==> src/rtl/iram_loader_if.sv <==
// iram_loader_if: host serial line in, instruction-RAM write port and load status out.
interface iram_loader_if;
  logic        uart_rx;
  logic        load_active;
  logic        iram_we;
  logic [7:0]  iram_addr;
  logic [23:0] iram_data;
  logic        load_done;
  logic        load_err;
  modport master (input uart_rx, output load_active, iram_we, iram_addr, iram_data, load_done, load_err);
  modport slave (output uart_rx, input load_active, iram_we, iram_addr, iram_data, load_done, load_err);
endinterface

==> src/rtl/iram_loader.sv <==
// iram_loader: UART 8N1 program loader filling the 24-bit instruction RAM; define LOADER_CHECKSUM_EN
// to require a trailing mod-256 checksum byte after the payload.
module iram_loader #(
  parameter int CLKS_PER_BIT = 868
) (
  input logic clk,
  input logic rst,
  iram_loader_if.master bus
);
  localparam int CW = $clog2(CLKS_PER_BIT + 1);
  localparam logic [CW-1:0] FULL = CW'(CLKS_PER_BIT - 1);
  localparam logic [CW-1:0] HALF = CW'(CLKS_PER_BIT / 2 - 1);

  typedef enum logic [1:0] {RX_IDLE, RX_START, RX_DATA, RX_STOP} rx_t;
`ifdef LOADER_CHECKSUM_EN
  typedef enum logic [2:0] {L_IDLE, L_PAYLOAD, L_WRITE, L_CHECK, L_DONE} ld_t;
`else
  typedef enum logic [2:0] {L_IDLE, L_PAYLOAD, L_WRITE, L_DONE} ld_t;
`endif

  rx_t rx_state, rx_next;
  ld_t ld_state, ld_next;
  logic [1:0] sync;
  logic rx, rx_prev;
  logic [CW-1:0] tick;
  logic [2:0] bit_idx;
  logic [7:0] rx_byte;
  logic byte_valid, frame_err;
  logic at_half, at_full;
  logic [8:0] wcnt, total;
  logic [1:0] phase;
  logic [15:0] sr;
  logic [23:0] word;
  logic err, last;
`ifdef LOADER_CHECKSUM_EN
  logic [7:0] sum;
`endif

  assign rx = sync[1];
  assign at_half = tick == HALF;
  assign at_full = tick == FULL;
  assign last = wcnt + 9'd1 == total;

  always_ff @(posedge clk) begin
    if (rst) begin
      sync <= 2'b11;
      rx_prev <= 1'b1;
      rx_state <= RX_IDLE;
      ld_state <= L_IDLE;
    end else begin
      sync <= {sync[0], bus.uart_rx};
      rx_prev <= rx;
      rx_state <= rx_next;
      ld_state <= ld_next;
    end
  end

  always_comb begin
    rx_next = rx_state;
    unique case (rx_state)
      RX_IDLE:  rx_next = (rx_prev && !rx) ? RX_START : RX_IDLE;
      RX_START: rx_next = at_half ? (rx ? RX_IDLE : RX_DATA) : RX_START;
      RX_DATA:  rx_next = (at_full && bit_idx == 3'd7) ? RX_STOP : RX_DATA;
      RX_STOP:  rx_next = at_full ? RX_IDLE : RX_STOP;
      default:  rx_next = RX_IDLE;
    endcase
  end

  // tick restarts on every state change so data bits are sampled mid-bit
  always_ff @(posedge clk) begin
    if (rst) begin
      tick <= '0;
      bit_idx <= '0;
      rx_byte <= '0;
      byte_valid <= 1'b0;
      frame_err <= 1'b0;
    end else begin
      byte_valid <= 1'b0;
      frame_err <= 1'b0;
      tick <= (rx_state == RX_IDLE || rx_next != rx_state || at_full) ? '0 : tick + CW'(1);
      if (rx_state == RX_DATA && at_full) begin
        rx_byte <= {rx, rx_byte[7:1]};
        bit_idx <= bit_idx + 3'd1;
      end
      if (rx_state == RX_STOP && at_full) begin
        byte_valid <= rx;
        frame_err <= !rx;
      end
    end
  end

  always_comb begin
    ld_next = ld_state;
    unique case (ld_state)
      L_IDLE:    ld_next = byte_valid ? L_PAYLOAD : L_IDLE;
      L_PAYLOAD: ld_next = frame_err ? L_IDLE : (byte_valid && phase == 2'd2) ? L_WRITE : L_PAYLOAD;
`ifdef LOADER_CHECKSUM_EN
      L_WRITE:   ld_next = last ? L_CHECK : L_PAYLOAD;
      L_CHECK:   ld_next = frame_err ? L_IDLE : byte_valid ? (rx_byte == sum ? L_DONE : L_IDLE) : L_CHECK;
`else
      L_WRITE:   ld_next = last ? L_DONE : L_PAYLOAD;
`endif
      L_DONE:    ld_next = L_IDLE;
      default:   ld_next = L_IDLE;
    endcase
  end

  always_ff @(posedge clk) begin
    if (rst) begin
      wcnt <= '0;
      total <= '0;
      phase <= '0;
      sr <= '0;
      word <= '0;
      err <= 1'b0;
`ifdef LOADER_CHECKSUM_EN
      sum <= '0;
`endif
    end else begin
      if (ld_state == L_IDLE && byte_valid) begin
        total <= {rx_byte == 8'd0, rx_byte};
        wcnt <= '0;
        phase <= '0;
        err <= 1'b0;
`ifdef LOADER_CHECKSUM_EN
        sum <= '0;
`endif
      end
      if (ld_state == L_PAYLOAD && byte_valid) begin
        sr <= {sr[7:0], rx_byte};
        phase <= phase == 2'd2 ? 2'd0 : phase + 2'd1;
        if (phase == 2'd2) word <= {sr, rx_byte};
`ifdef LOADER_CHECKSUM_EN
        sum <= sum + rx_byte;
`endif
      end
      if (ld_state == L_WRITE) wcnt <= wcnt + 9'd1;
      if (ld_state == L_PAYLOAD && frame_err) err <= 1'b1;
`ifdef LOADER_CHECKSUM_EN
      if (ld_state == L_CHECK && (frame_err || (byte_valid && rx_byte != sum))) err <= 1'b1;
`endif
    end
  end

  always_comb begin
    bus.load_active = ld_state != L_IDLE && ld_state != L_DONE;
    bus.iram_we = ld_state == L_WRITE;
    bus.load_done = ld_state == L_DONE;
    bus.iram_addr = wcnt[7:0];
    bus.iram_data = word;
    bus.load_err = err;
  end
endmodule

==> src/flat_wrapper.sv <==
// flat-port wrapper written by rule: the top's interface ports become plain ports
module iram_loader_flat 
#(
  parameter int CLKS_PER_BIT = 868
)
  (clk, rst, bus_uart_rx, bus_load_active, bus_iram_we, bus_iram_addr, bus_iram_data, bus_load_done, bus_load_err);
  iram_loader_if bus_i ();
  input logic clk;
  input logic rst;
  input wire logic [$bits(bus_i.uart_rx)-1:0] bus_uart_rx;
  output wire logic [$bits(bus_i.load_active)-1:0] bus_load_active;
  output wire logic [$bits(bus_i.iram_we)-1:0] bus_iram_we;
  output wire logic [$bits(bus_i.iram_addr)-1:0] bus_iram_addr;
  output wire logic [$bits(bus_i.iram_data)-1:0] bus_iram_data;
  output wire logic [$bits(bus_i.load_done)-1:0] bus_load_done;
  output wire logic [$bits(bus_i.load_err)-1:0] bus_load_err;
  assign bus_i.uart_rx = bus_uart_rx;
  assign bus_load_active = bus_i.load_active;
  assign bus_iram_we = bus_i.iram_we;
  assign bus_iram_addr = bus_i.iram_addr;
  assign bus_iram_data = bus_i.iram_data;
  assign bus_load_done = bus_i.load_done;
  assign bus_load_err = bus_i.load_err;
  iram_loader #(.CLKS_PER_BIT(CLKS_PER_BIT)) u_core (.clk(clk), .rst(rst), .bus(bus_i));
endmodule
==> config.mk <==
export PLATFORM = sky130hd
export DESIGN_NAME = iram_loader_flat
export DESIGN_NICKNAME = d
export VERILOG_FILES = /design/src/rtl/iram_loader_if.sv /design/src/rtl/iram_loader.sv /design/src/flat_wrapper.sv
export SDC_FILE = /design/constraint.sdc
export NUM_CORES = 1
export LEC_CHECK = 0
export ABC_AREA = 0
export CAP_MARGIN = 20
export CORE_ASPECT_RATIO = 1.75
export CORE_UTILIZATION = 46
export DETAILED_ROUTE_END_ITERATION = 7
export GPL_TIMING_DRIVEN = 0
export HOLD_SLACK_MARGIN = 0.03
export PLACE_DENSITY = 0.73
export SLEW_MARGIN = 20
export SYNTH_ARGS = -nofsm -noshare
export SYNTH_HDL_FRONTEND = slang
export SYNTH_SLANG_ARGS = --single-unit
export TNS_END_PERCENT = 50
==> constraint.sdc <==
create_clock -name clk -period 1.8 [get_ports clk]
set_clock_uncertainty 0.2 [all_clocks]
set_input_delay 0.18 -clock clk [delete_from_list [all_inputs] [get_ports clk]]
set_output_delay 0.18 -clock clk [all_outputs]
set_load 0.05 [all_outputs]
### Word-level counts from Yosys, hierarchy flattened

Cells that the tools add are included.
Widths: inputs -> output; s select.

* logic and storage cells: 73
* register bits: 92

* reductions and logical operators: 22
* equal/unequal tests: 13
* $add $sub $neg: 4
* bitwise logic cells: 1
* mux-type cells: 18

Operators with widths (number)
* $mux 9: 2
* $mux 2: 8
* $add 10x1->10 const B: 1
* $eq 10x10->1 const B: 1
* $eq 10x9->1 const B: 1
* $add 9x1->9 const B: 1
* $eq 9x9->1: 1
* $logic_and 1x1->1: 9
* $pmux 3 s3: 1
* $logic_not 8->1: 1
* $pmux 2 s4: 1
* $eq 2x2->1 const B: 3
* $eq 3x2->1 const B: 2
* $reduce_bool 2->1: 3
* $mux 1: 5
* $reduce_or 2->1: 2
* $add 3x1->3 const B: 1
* $eq 3x1->1 const B: 1
* $eq 3x3->1 const B: 1
* $logic_not 3->1: 1
* $mux 3: 1
* $ne 3x2->1 const B: 1
* $reduce_bool 3->1: 1
* $add 2x1->2 const B: 1
* 7 further kinds: 8

### Depth between registers and ports, before layout

* word-level depth: 8
* depth in mapped cells: 9
* mapped depth without buffers: 7

### Worst setup path before layout

Ideal clock, no wire load.

* path type: register -> register
* start: register u_core.wcnt[0]
* end: register u_core.ld_state[1]
* stages on the path, launching flop included: 9
* clock period less this slack: 1.934 ns
* data required time: 1.541 ns
* setup slack: -0.134 ns
* data arrival time: 1.675 ns
* setup time: 0.059 ns
* cells stage by stage: dfxtp_1 ha_1 buf_2 and3_1 and2_0 clkbuf_1 a32o_1 a22oi_1 a31o_1

* longest elaborated chain between the ends: 4

Ends and longest elaborated chain
* start: declaration: RTL line iram_loader.sv:30 `logic [8:0] wcnt, total;`
* start signal: assignment: RTL line iram_loader.sv:137 `if (ld_state == L_WRITE) wcnt <= wcnt + 9'd1;`
* $add 9x1->9: RTL line iram_loader.sv:42 `assign last = wcnt + 9'd1 == total;`
* $eq 9x9->1: RTL line iram_loader.sv:42
* $mux 2: RTL line iram_loader.sv:101 `L_WRITE: ld_next = last ? L_DONE : L_PAYLOAD;`
* $pmux 3 s3: RTL line iram_loader.sv:94 `unique case (ld_state)`
* end signal: assignment: RTL line iram_loader.sv:54 `ld_state <= ld_next;`
* end: declaration: RTL line iram_loader.sv:22 `ld_t ld_state, ld_next;`

Every way passes these cells.
A chain may end at the register's enable or synchronous reset.

### Worst setup path after layout

* start: register u_core.tick[3]
* end: register u_core.rx_state[0]

* longest elaborated chain between the ends: 4
* elaborated cells on any way between the ends: 7

Ends and longest elaborated chain
* start: declaration: RTL line iram_loader.sv:25 `logic [CW-1:0] tick;`
* start signal: assignment: RTL line iram_loader.sv:80 `tick <= (rx_state == RX_IDLE || rx_next != rx_state || at_full) ? '0 : tick + CW'(1);`
* $eq 10x10->1: RTL line iram_loader.sv:41 `assign at_full = tick == FULL;`
* $logic_and 1x1->1: RTL line iram_loader.sv:63 `RX_DATA: rx_next = (at_full && bit_idx == 3'd7) ? RX_STOP : RX_DATA;`
* $mux 1: RTL line iram_loader.sv:63
* $pmux 2 s4 (*): RTL line iram_loader.sv:60 `unique case (rx_state)`
* end signal: assignment: RTL line iram_loader.sv:53 `rx_state <= rx_next;`
* end: declaration: RTL line iram_loader.sv:21 `rx_t rx_state, rx_next;`

Every way passes the cells marked *; elsewhere a longest branch is shown, timed or not.

==> impl_results.md <==
* Grt total ovfl at 0
* Cell Pwr Density at 821 nW/µm²
* Synthesis-to-layout area growth at 25.9%
* Utilization after layout at 60.8%
* Final Non-Filler Cells at 620
* Sink Count at 91
* Clock Path Buffers at 2
* Setup ws final at -134 ps
* IO Count at 39
* Fin crit period at approximately 1900 ps
* Diodes inserted at 0
* Hold Path End: u_core.sync[0]
* RSZ-0062 raised after global routing: yes
* Worst r2r src: u_core.tick[3]
* Synth Cell Area at approximately 3900 µm²
* Worst-path fanout max at 3
* Remaining DRCs at 2
* Area share of and/or/nand/nor cells after synthesis at 24.9%
* Hold path cells at 2
* Async S/R FF share, synth at 0%
* CP startpoint kind: flop
* First-pass GRT wire length at roughly 15 mm
* Fraction of layout cells with a size suffix above 1 at between 15 and 20%
* Endpoints failing setup at 12
* Crit path DAT at between 1500 and 2000 ps
* GPL Wtd Cong at ~0.87
* H-tree levels at 3
* Core ar. at 8020 µm²
* Placed cells at 596
* Worst hold path class: in -> reg
* Final Hold Vio Count at 0
* Max Clk Rate at ~520 MHz
* Count of cell types in the netlist at 46
* Worst-Skew Late Latency at 340 ps
* First-pass iteration count of the detailed router at 6
* Max transition margin at 61.9%
* Nets at around 540
* DRT Wirelength at 9.18 mm
* Pleak at 1.89 nW
* Antenna violations before repair at 0
* VDD IR max at 0.000517 V
* Synth Area in Adders at 2.91%
* Number of vias per cell at 5.45
* Largest family of logic cells by synthesized area: simple AND/OR/NAND/NOR gates
* Final hold slack at 199 ps
* Final Power at 4.00 mW
* Hpwl dp at roughly 6.5 mm
* Post-Syn Instances at 469
* Clock slew at reported path FFs at 60 ps
* Avg WL per Cell at 14.8 µm
* EDFF count, synth at 0
* Status: complete, but fails checks
* Crit. End Element: flop
* Post-route setup TNS at -1170 ps
* R2R Setup Slk at -130 ps
* Synth Area in XOR/XNOR at 3.62%
* Req. time, crit path at 1830 ps
* Register area share after synthesis at 47.0%
* CTS Buf Count at 9
* TritonCTS clock tree: yes
* Synth Flop Type: dfxtp_1
* Max-slew violation count at 0
* Die Span X at 71.4 µm
* Detail Route Antenna Nets at 0
* Maxcap violations at 0
* Final worst-path cycle share at 107%
* Die Span Y at 123 µm
* Mux contribution to synthesized area at 3.65%
* Vias in the first global route at 3262
* Clk root buf: clkbuf_16
* Iter 0 DRT Violations at 126
* Initial Utilization at between 40% and 50%
* #FFs+latches synth at 91
* Worst slew pin tran at 572 ps
* Worst flop-to-flop path endpoint: u_core.rx_state[0]
* Synth Net Count at approximately 480
* Hold wc startpoint: bus_uart_rx
* Number of hold buffers added after cts at 0
* R2R cell count at 6
* Critical path class: reg -> reg
* Row count at 43
* Yosys Warn Count at 0
* Die ar. at between 8000 and 9000 µm²
* Synth Area in Compound Gates at around an eighth
* Violated checks: design-rule violations, negative setup slack
* Via Count at 3376
* Number of buffers added on ports at 37
* Mean Syn Cell Area at between 8 and 9 µm²
* Largest net degree at the start of global routing at 14
* Total GRT Usage at 21.8%
-- cell type report --
| type | count | area (µm²) |
|---|---|---|
| clock buffer | 15 | 278 |
| timing repair buffer | 50 | 417 |
| buffer | 30 | 201 |
| tap | 90 | 113 |
| clock inverter | 1 | 30.0 |
| multi-input combinational | 332 | 1950 |
| fill | 710 | 3140 |
| sequential | 91 | 1840 |
| inverter | 11 | 41.3 |
-- metrics by stage --
step                      setup WS [ps]  cell area [µm²]
after global placement             -323             4380
after detailed placement           -410             4380
after CTS                          -106             4770
after floorplan                   -91.5             3900
after global routing               -222             4870
final                              -134             4870
-- critical path, cell delays in order, from the launching register on --
cell       delay, ps
dfxtp_2          320
nand4bb_4        220
or3_4            430
buf_4            170
mux2_4           300
a21oi_2          140
nor2_1            40
-- repair_timing --
item,CTS,global route
setup endpoints to repair,101,65
pin swaps,6,6
buffers inserted,4,8
cloned,1,0
gates resized for setup,87,33
-- power breakdown --
group,internal [mW],switching (mW)
sequential,2.01,0.00563
combinational,0.0151,0.0425
clock,1.19,0.733
-- cell usage in the layout (no fill, tap or decap), types with 8 or more instances in the layout --
cell type	n
a21oi_1	57
buf_4	23
clkbuf_1	11
clkbuf_16	9
dfxtp_1	81
dlygate4sd2_1	29
inv_1	10
mux2i_1	13
nand2_1	111
nand3_1	11
nor2_1	35
xnor2_1	8
-- cells in the mapped netlist, types with 5 or more instances --
cell type  number  share of area, %
ha_1            9               2.9
clkbuf_1       20               1.9
nor3_1          8               1.0
xnor2_1        10               2.3
nor2_1         36               3.5
nand2_1       113                11
nand3_1        11               1.4
and2_1          8               1.3
dfxtp_1        91                47
xor2_1          6               1.4
inv_1          11               1.1
buf_4           8               1.6
mux2i_1        13               3.4
o21ai_0         6              0.78
a31oi_1         5              0.81
a21oi_1        60               7.8
-- how the worst max path moves through the flow --
stage                       startpoint                  endpoint
floorplan           u_core.ld_state[0]            u_core.wcnt[7]
global placement    u_core.ld_state[1]  u_core.bus.iram_data[17]
detailed placement  u_core.ld_state[1]  u_core.bus.iram_data[17]
CTS                     u_core.tick[2]        u_core.rx_state[0]
global route            u_core.tick[4]         u_core.rx_byte[0]
finish                  u_core.tick[3]        u_core.rx_state[0]
-- flip-flops by register name (all words and copies together), names as in the netlist, 2 cells and up --
name                  count
u_core.bus.iram_data     24
u_core.sr                16
u_core.tick              10
u_core.total              9
u_core.wcnt               9
u_core.rx_byte            8
u_core.bit_idx            3
u_core.ld_state           2
u_core.phase              2
u_core.rx_state           2
u_core.sync               2
-- cells by family after synthesis --
| logic type | count (synthesis) |
|---|---|
| AOI/OAI and AO/OA | 85 |
| xor gates and xnor gates | 16 |
| adders and majority gates | 9 |
| buffers and inverters | 46 |
| DFF | 91 |
| muxes | 14 |
| and+or+nand+nor | 208 |
-- layer usage --
layer,global-route usage [%],up-vias,wire length [µm]
li1,-,1674,-
met1,22.1,1607,3610
met2,40.8,67,4930
met3,4.16,28,299
met4,13.0,0,335
met5,0,-,0
Note: power is estimated with default switching activity, not from simulation.
